[config.mk]
export PLATFORM = sky130hd
export DESIGN_NAME = alu_arbiter
export DESIGN_NICKNAME = d
export VERILOG_FILES = /design/src/rtl/alu_arbiter.sv
export SDC_FILE = /design/constraint.sdc
export NUM_CORES = 1
export LEC_CHECK = 0
export ABC_AREA = 1
export CORE_MARGIN = 4
export CORE_UTILIZATION = 40
export CTS_BUF_LIST = sky130_fd_sc_hd__clkbuf_4 sky130_fd_sc_hd__clkbuf_8
export DETAILED_ROUTE_END_ITERATION = 16
export PLACE_DENSITY = 0.81
export SLEW_MARGIN = 20
export SYNTH_ARGS = -nofsm -noshare
export SYNTH_HDL_FRONTEND = slang
export SYNTH_SLANG_ARGS = --single-unit
export TNS_END_PERCENT = 30
[constraint.sdc]
create_clock -name clk -period 1.99 [get_ports clk]
set_clock_uncertainty 0.1 [all_clocks]
set_input_delay 0.4975 -clock clk [delete_from_list [all_inputs] [get_ports clk]]
set_output_delay 0.4975 -clock clk [all_outputs]
set_load 0.005 [all_outputs]
[src/rtl/alu_arbiter.sv]
// Two-requester round-robin front end for a shared combinational ALU; 1-cycle issue latency,
// response held until rsp_ready, no new accept while a response is outstanding.
module alu_arbiter #(
  parameter logic [3:0] DIV_OP = 4'b0011,
  parameter logic [3:0] MAX_OP = 4'b1001
) (
  input  logic       clk,
  input  logic       rst_n,
  input  logic       req0_valid,
  output logic       req0_ready,
  input  logic [7:0] req0_a,
  input  logic [7:0] req0_b,
  input  logic [3:0] req0_op,
  input  logic       req1_valid,
  output logic       req1_ready,
  input  logic [7:0] req1_a,
  input  logic [7:0] req1_b,
  input  logic [3:0] req1_op,
  output logic [7:0] alu_a,
  output logic [7:0] alu_b,
  output logic [3:0] alu_op,
  input  logic [7:0] alu_result,
  input  logic       alu_carry,
  input  logic       alu_s,
  input  logic       alu_z,
  input  logic       alu_p,
  output logic       rsp_valid,
  input  logic       rsp_ready,
  output logic       rsp_id,
  output logic [7:0] rsp_result,
  output logic       rsp_carry,
  output logic       rsp_s,
  output logic       rsp_z,
  output logic       rsp_p,
  output logic       rsp_err
);

  typedef enum logic [1:0] {IDLE, ISSUE, RESP} state_t;

  state_t     state, state_nxt;
  logic       last_grant;
  logic       grant;
  logic       accept;
  logic [7:0] lat_a, lat_b;
  logic [3:0] lat_op;
  logic       lat_id;

  logic [7:0] nxt_result;
  logic       nxt_carry, nxt_s, nxt_z, nxt_p, nxt_err;

  // With both pending, the requester not served last wins.
  always_comb begin
    grant = 1'b0;
    if (req0_valid && req1_valid) grant = ~last_grant;
    else if (req1_valid)          grant = 1'b1;
  end

  always_comb begin
    state_nxt = state;
    accept    = 1'b0;
    case (state)
      IDLE: begin
        if (req0_valid || req1_valid) begin
          accept    = 1'b1;
          state_nxt = ISSUE;
        end
      end
      ISSUE: state_nxt = RESP;
      RESP:  if (rsp_valid && rsp_ready) state_nxt = IDLE;
      default: state_nxt = IDLE;
    endcase
  end

  assign req0_ready = rst_n & accept & ~grant;
  assign req1_ready = rst_n & accept & grant;

  // Latched operands only change on accept, so they already hold outside ISSUE.
  assign alu_a  = lat_a;
  assign alu_b  = lat_b;
  assign alu_op = lat_op;

  always_comb begin
    nxt_result = alu_result;
    nxt_carry  = alu_carry;
    nxt_s      = alu_s;
    nxt_z      = alu_z;
    nxt_p      = alu_p;
    nxt_err    = 1'b0;
    if (lat_op > MAX_OP) begin
      nxt_result = 8'h00;
      nxt_carry  = 1'b0;
      nxt_s      = 1'b0;
      nxt_z      = 1'b1;
      nxt_p      = 1'b1;
      nxt_err    = 1'b1;
    end else if (lat_op == DIV_OP && lat_b == 8'h00) begin
      nxt_result = 8'hFF;
      nxt_carry  = 1'b0;
      nxt_s      = 1'b1;
      nxt_z      = 1'b0;
      nxt_p      = 1'b1;
      nxt_err    = 1'b1;
    end else if (lat_op >= 4'd4) begin
      // Logic and shift ops leave the ALU carry undefined.
      nxt_carry  = 1'b0;
    end
  end

  always_ff @(posedge clk or negedge rst_n) begin
    if (!rst_n) begin
      state      <= IDLE;
      last_grant <= 1'b1;
      lat_a      <= 8'h00;
      lat_b      <= 8'h00;
      lat_op     <= 4'h0;
      lat_id     <= 1'b0;
      rsp_valid  <= 1'b0;
      rsp_id     <= 1'b0;
      rsp_result <= 8'h00;
      rsp_carry  <= 1'b0;
      rsp_s      <= 1'b0;
      rsp_z      <= 1'b0;
      rsp_p      <= 1'b0;
      rsp_err    <= 1'b0;
    end else begin
      state     <= state_nxt;
      rsp_valid <= (state_nxt == RESP);
      if (accept) begin
        last_grant <= grant;
        lat_id     <= grant;
        lat_a      <= grant ? req1_a  : req0_a;
        lat_b      <= grant ? req1_b  : req0_b;
        lat_op     <= grant ? req1_op : req0_op;
      end
      if (state == ISSUE) begin
        rsp_id     <= lat_id;
        rsp_result <= nxt_result;
        rsp_carry  <= nxt_carry;
        rsp_s      <= nxt_s;
        rsp_z      <= nxt_z;
        rsp_p      <= nxt_p;
        rsp_err    <= nxt_err;
      end
    end
  end

endmodule

# --- Word level (Yosys, flattened, before mapping) ---
# Index checks and enable logic that the tools add are counted.
# W data, S select, Z words.
word_totals:
  wordCells: 54
  ramBits: 0
  rom_bits: 0
  regBits: 39
  out_inout_bits: 37
  n_memories: 0
  latch_bits: 0
classes:
  eq_ne: 4
  shift: 0
  n_mux: 23
  n_addsub: 0
  div: 0
  n_lt_le_gt_ge: 2
  reduce_logical: 6
  bitwise: 5
  mul: 0
op_table:
  columns: ["cell", "n"]
  rows:
  - ["$mux W8", 4]
  - ["$mux W1", 15]
  - ["$logic_not A8 Y1", 1]
  - ["$pmux W2 S3", 1]
  - ["$eq A2 B2 Y1 const B", 2]
  - ["$eq A4 B2 Y1 const B", 1]
  - ["$ge A4 B3 Y1 const B", 1]
  - ["$gt A4 B4 Y1 const B", 1]
  - ["$mux W2", 2]
  - ["$mux W4", 1]
  - ["$and A1 B1 Y1", 3]
  - ["$logic_and A1 B1 Y1", 3]
  - ["$eq A2 B1 Y1 const B", 1]
  - ["$logic_not A2 Y1", 1]
  - ["$not A1 Y1", 2]
  - ["$logic_or A1 B1 Y1", 1]

# --- Depth between registers and ports, before layout ---
# Gate-level depths: netlist of run 1.
depth:
  ltp_word: 5
  ltp_mapped: 8

# --- Worst setup path before layout of run 1 ---
# Ideal clock, no wire load.
synth_timing:
  path_kind: "input to output"
  startpoint: "input req1_valid"
  endpoint: "output req0_ready"
  arrival_ns: 1.121
  path_slack_ns: 0.272
  cell_stages: 5
  t_required_ns: 1.392
  path_cell_list: "nor2_1 -> nor3_4 -> buf_6 -> nand2_1 -> nor2_1"
synth_via:
  elab_chain_len: 5
  word_cells_on_any_way: 9
synth_rtl:
  columns: ["element", "line", "rtl"]
  rows:
  - ["start, declared", "14", "input logic req1_valid,"]
  - ["$logic_or A1 B1 Y1", "63", "if (req0_valid || req1_valid) begin"]
  - ["$mux W1", "63", null]
  - ["$mux W1", "61", "case (state)"]
  - ["$and A1 B1 Y1", "74", "assign req0_ready = rst_n & accept & ~grant;"]
  - ["$and A1 B1 Y1 (*)", "74", null]
  - ["end, declared", "10", "output logic req0_ready,"]
# Every way passes the cells marked *; elsewhere a longest branch is shown, timed or not.

# --- Final worst setup path of run 1 ---
layout_timing:
  startpoint: "register last_grant"
  endpoint: "output req0_ready"
layout_via:
  elab_chain_len: 4
layout_rtl:
  columns: ["element", "line", "rtl"]
  rows:
  - ["start, declared", "41", "logic last_grant;"]
  - ["start signal, assigned", "129", "last_grant <= grant;"]
  - ["$not A1 Y1", "54", "if (req0_valid && req1_valid) grant = ~last_grant;"]
  - ["$mux W1", "54", null]
  - ["$not A1 Y1", "74", null]
  - ["$and A1 B1 Y1", "74", null]
# Every way passes these cells.

==> results of run 1 <==
[registers in the layout, summed over array words and instances, names as in the netlist, 2 cells and up]
name        cells
alu_b           8
state           2
alu_op          4
rsp_result      8
alu_a           8
[cells by family (layout without fill, tap and decap cells)]
family                 count (synthesis)  count (layout)  share of synthesized area [%]
AND/OR/NAND/NOR                      129             129                          28.52
flip-flops                            39              39                          54.73
buffers and inverters                 28             124                          7.218
AO/OA/AOI/OAI                         27              27                          8.970
multiplexers                           1               1                         0.5606
[metrics by stage]
step / util [%] / setup WS (ps) / total power, W / area [sq um]
3_5_place_dp: 63.74 / -484.9 / 0.003227 / 2756
3_3_place_gp: 63.74 / -437.3 / 0.003166 / 2756
2_1_floorplan: - / 271.8 / 0.002242 / 1785
5_1_grt: 65.63 / 24.48 / 0.004014 / 2838
6_report: 65.63 / 99.31 / 0.003690 / 2838
4_1_cts: 65.60 / 50.38 / 0.003748 / 2836
[worst max path at each step]
stage,startpoint,end,slack (ps)
floorplan,req1_valid,req0_ready,270
global placement,req1_valid,req0_ready,-440
detailed placement,req0_valid,req0_ready,-480
CTS,req0_valid,req1_ready,50
global route,last_grant,req0_ready,20
finish,last_grant,req0_ready,100
[power breakdown]
group | total [W] | internal, W | switching [W]
Clock | 0.000519 | 0.000240 | 0.000279
Combinational | 0.00176 | 0.000984 | 0.000775
Sequential | 0.00141 | 0.00118 | 0.000232
[final cells by class]
| type | instances | area share [%] |
|---|---|---|
| sequential | 39 | 34.44 |
| timing repair buffer | 99 | 34.04 |
| multi-input combinational | 157 | 24.03 |
| clock buffer | 5 | 2.425 |
| tap | 52 | 2.293 |
| inverter | 17 | 2.249 |
| clock inverter | 3 | 0.5291 |
[worst max-delay path: stages (launching register included)]
cell     delay (ps)
dfstp_2         540
nand2_1          50
nand2_1         120
inv_1            70
nor2_1          100
buf_2           120
[synthesized netlist by cell type]
cell and count:
a21oi_1 1, a31oi_1 18, and2_1 1, buf_2 7
buf_6 2, clkbuf_1 2, dfrtp_1 38, dfstp_2 1
inv_1 17, mux2i_1 1, nand2_1 93, nand3_1 2
nor2_1 31, nor2_4 1, nor3_4 1, o21ai_0 6
o22ai_1 2
[timing repair]
action	4_1_cts	5_1_grt
resized for setup	10	1
setup endpoints to repair	2	1
pin swaps	2	2
setup buffers	0	0
[routing by layer]
layer  up-vias  global-route usage (%)
met5         -                       0
met4         0                   6.522
met3         9                   6.142
met2        63                   32.59
met1       778                   17.50
li1        889                       -
==> flow_metrics.py, run 1 <==
metrics = {
    "setup_path": {
        "reg2reg_to": "alu_op[3]",
        "r2r_start": "last_grant",
        "worst_r2r_path_depth": 6,
        "cp-start-kind": "flip-flop",
        "crit_arrival_ps": 1290,
        "end_kind": "output port",
        "critPathKind": "reg -> out",
        "reg2reg_slack_ps": 500,
        "required_ps": 1390,
        "path_max_fanout": 4,
    },
    "timing": {
        "slew_violations": 0,
        "hold_ws_ps": 202.6,
        "grt_setup_unrepaired": "false",
        "finalCriticalPeriod_ps": 1891,
        "setup-tns-final_ps": 0,
        "hold_viol_final": 0,
        "finalCritPeriodShare_pct": 95.01,
        "relSlewSlack_pct": 67.57,
        "max_slew.worst_pin.slew_ps": 486.5,
        "fmax_mhz": 528.9,
        "setup_viol": 0,
    },
    "drt": {
        "top_layer": "met4",
        "wirelength_um": 4741,
        "first_pass_iters": 4,
        "dr_total_vias": 1739,
        "drt.antenna.violating_nets": 0,
        "drt-met1-wl_um": 1778,
        "wl_met2_um": 2385,
        "drc": 0,
        "drtIter0Drc": 62,
        "wire_per_inst_um": 12.74,
        "via_per_inst": 4.675,
        "wl_met3_um": 515,
    },
    "run": {
        "drv_cap": 0,
    },
    "floorplanning": {
        "fp.dieH_um": 74.81,
        "die_w_um": 74.81,
        "design.core.area_sq_um": 4324,
        "die_area_sq_um": 5597,
        "ios": 94,
        "initial_core_util_pct": 41.29,
        "fp-row-count": 24,
    },
    "logic_synthesis": {
        "mappedNetlistArea_sq_um": 1785,
        "synth_top_area_share_pct": 53.26,
        "synth_seq_cells": 39,
        "syn_inst": 224,
        "synth_area_leaders": "dfrtp_1, nand2_1, nor2_1",
        "synthDistinctLibCells": 17,
        "synth_top_cell_by_area": "dfrtp_1",
        "seq_area_frac_synth_pct": 54.73,
        "synth_area_per_cell_sq_um": 7.971,
        "syn_nets": 281,
        "synth_warnings": 0,
    },
    "clocking": {
        "path_clk_slew_ps": 80,
        "clock_path_buffers": 2,
        "clk_latency_ps": 290,
        "cts_buffers": 5,
        "htreeDepth": 2,
        "cts.sinks": 39,
        "hold_buffers": 0,
        "cts_root_buf": "clkbuf_8",
        "cts_tree": "built",
    },
    "global_routing": {
        "grt_overflow": 0,
        "grt_util_all_layers_pct": 17.36,
        "first_global_vias": 1719,
        "antenna_found_initial": 0,
        "grt_max_degree": 45,
        "grt_first_pass_wirelength_um": 7389,
    },
    "finish": {
        "fill_cells": 392,
        "multi_input_area_sq_um": 681.9,
        "fin_nets": 376,
        "layout-drive-gt1-share_pct": 6.563,
        "antenna_cells": 0,
        "regArea_sq_um": 977.2,
        "final_cell_mix": "nand2_1, clkdlybuf4s50_1, dfrtp_1, nor2_1, a31oi_1",
        "layout_commonest_cell": "nand2_1",
        "final_cells": 372,
        "area_growth_pct": 58.93,
    },
    "power": {
        "ir_drop_mv": 0.6755,
        "p_per_area_nw_per_um2": 1300,
        "leakage_nw": 1.337,
    },
    "placement": {
        "gp_congestion": 0.7171,
        "dp.final_hpwl_um": 3598,
        "portBuffers": 93,
        "placed_cells": 364,
    },
    "min_path": {
        "hold_path_class": "in -> async",
    },
    "run_status": {
        "status": "finished, final reports clean",
    },
}
Note: power is estimated with default switching activity, not from simulation.
==> run 2: changes to the inputs <==
--- a/config.mk
+++ b/config.mk
@@ -7,10 +7,11 @@
 export LEC_CHECK = 0
 export ABC_AREA = 1
 export CORE_MARGIN = 4
-export CORE_UTILIZATION = 40
-export CTS_BUF_LIST = sky130_fd_sc_hd__clkbuf_4 sky130_fd_sc_hd__clkbuf_8
+export CORE_UTILIZATION = 44
+export CTS_BUF_LIST = sky130_fd_sc_hd__clkbuf_4
 export DETAILED_ROUTE_END_ITERATION = 16
-export PLACE_DENSITY = 0.81
+export PLACE_DENSITY = 0.88
+export SKIP_CTS_REPAIR_TIMING = 1
 export SLEW_MARGIN = 20
 export SYNTH_ARGS = -nofsm -noshare
 export SYNTH_HDL_FRONTEND = slang
==> constraint.sdc (replaced) <==
create_clock -name clk -period 2.2 [get_ports clk]
set_clock_uncertainty 0.1 [all_clocks]
set_input_delay 0.55 -clock clk [delete_from_list [all_inputs] [get_ports clk]]
set_output_delay 0.55 -clock clk [all_outputs]
set_load 0.005 [all_outputs]
==> flow_metrics.py, run 2 (same netlist as run 1, synthesis figures left out) <==
metrics = {
    "run_status": {
        "status": "finished, final reports clean",
    },
    "drt": {
        "first_pass_iters": 4,
        "via_per_inst": 4.798,
        "wire_per_inst_um": 12.82,
        "drt.antenna.violating_nets": 0,
        "drtIter0Drc": 88,
        "drc": 0,
        "dr_total_vias": 1761,
        "wirelength_um": 4705,
    },
    "setup_path": {
        "cpMostUsedCell": "nand2_1",
        "cp_slowest_stage_delay_ps": 550,
        "cp-start-kind": "flip-flop",
        "crit_chain": "nand2_1 > nand2_1 > inv_1 > nor2_1 > clkbuf_2",
        "end_kind": "output port",
        "critPathKind": "reg -> out",
        "crit_arrival_ps": 1380,
        "critPathSlowestCell": "dfstp_2",
        "worst_r2r_path_depth": 4,
        "required_ps": 1550,
        "path_max_fanout": 4,
    },
    "timing": {
        "hold_viol_final": 0,
        "setup-tns-final_ps": 0,
        "finalCritPeriodShare_pct": 92.06,
        "finalCriticalPeriod_ps": 2025,
        "slew_violations": 0,
        "setup_ws_ps": 174.6,
        "fmax_mhz": 493.7,
        "max_slew.worst_pin.slew_ps": 478.3,
        "setup_viol": 0,
        "grt_setup_unrepaired": "false",
        "relSlewSlack_pct": 68.11,
    },
    "floorplanning": {
        "fp-row-count": 22,
        "die_w_um": 71.70,
        "initial_core_util_pct": 47.00,
        "ios": 94,
        "design.core.area_sq_um": 3799,
        "fp.dieH_um": 71.70,
        "die_area_sq_um": 5141,
    },
    "min_path": {
        "hold_path_class": "in -> async",
    },
    "global_routing": {
        "grt_max_degree": 45,
        "use_met1_pct": 21.23,
        "grtUsageMet3_pct": 7.013,
        "grt_first_pass_wirelength_um": 7638,
        "grt_util_all_layers_pct": 19.10,
        "first_global_vias": 1757,
        "grt_overflow": 0,
        "grt_use_met2_pct": 32.86,
        "antenna_found_initial": 0,
        "grt-busiest-layer": "met2",
    },
    "finish": {
        "final_cell_mix": "nand2_1, clkdlybuf4s50_1, dfrtp_1, nor2_1, a31oi_1",
        "final_cells": 367,
        "final_util_pct": 73.72,
        "area_growth_pct": 56.83,
        "layout-drive-gt1-share_pct": 6.583,
        "fin_nets": 375,
        "antenna_cells": 0,
        "layout_commonest_cell": "nand2_1",
        "stdcell_area_sq_um": 2800,
    },
    "clocking": {
        "cts_buffers": 5,
        "path_clk_slew_ps": 120,
        "clk_latency_ps": 350,
        "cts.sinks": 39,
        "cts_root_buf": "clkbuf_4",
        "cts_tree": "built",
        "htreeDepth": 2,
        "clock_path_buffers": 2,
    },
    "placement": {
        "pre_cts_ws_ps": -363.1,
        "gp_congestion": 0.8060,
        "dpl-instance-area_sq_um": 2744,
        "portBuffers": 93,
        "placed_cells": 359,
        "dp.final_hpwl_um": 3588,
    },
    "power": {
        "p_per_area_nw_per_um2": 1150,
        "ir_drop_mv": 0.5789,
        "leakage_nw": 1.334,
    },
    "run": {
        "drv_cap": 0,
    },
}
[run 2: cell count changes in the layout (fill, tap and decap cells not counted), sizes merged]
cell / before / now
clkbuf: 5 / 8
buf: 8 / 6
clkdlybuf4s15: 2 / 0
dlymetal6s2s: 0 / 2
clkinv: 3 / 2
dlygate4sd2: 1 / 0
[run 2: layer usage]
metal / vias up / part of all wire [%]
li1: 888 / -
met1: 797 / 37
met2: 69 / 50
met3: 7 / 11
met4: 0 / 1.4
met5: - / 0
[run 2: worst max-delay path: cells and delay by family, from the launching register on]
family / cells / cell delay [ps]
simple gates: 3 / 290
flops: 1 / 550
buf+inv: 2 / 200
[run 2: power breakdown]
part / internal (W) / switching (W) / total [W]
combinational: 0.000877 / 0.000705 / 0.00158
sequential: 0.00107 / 0.000220 / 0.00129
clock: 0.000132 / 0.000220 / 0.000352
total: 0.00208 / 0.00115 / 0.00322
[run 2: area by class of cell]
type / count / area [sq um]
clock buffers: 6 / 45.04
inverters: 17 / 63.81
well taps: 48 / 60.06
fillers: 294 / 998.5
multi-input cells: 157 / 686.9
flip-flops and latches: 39 / 977.2
clock inverters: 2 / 8.758
repair buffers: 98 / 958.4
[run 2: final timing paths]
| check | from | end | slack (ps) |
|---|---|---|---|
| min reg2reg | rsp_result[2] | rsp_result[2] | 400 |
| max in group asynchronous | rst_n | last_grant | 1410 |
| max | last_grant | req0_ready | 170 |
| min in group clk | rsp_result[2] | rsp_result[2] | 400 |
| min | rst_n | alu_b[1] | 220 |
| max reg2reg | state[1] | alu_op[3] | 680 |
[run 2: per-stage QoR]
step                      total power, W  hold WS, ps
after floorplan                 0.002028        154.4
after global placement          0.002845        363.5
after detailed placement        0.002908        367.2
after CTS                       0.003265        207.8
after global routing            0.003484        240.4
final                           0.003221        215.2
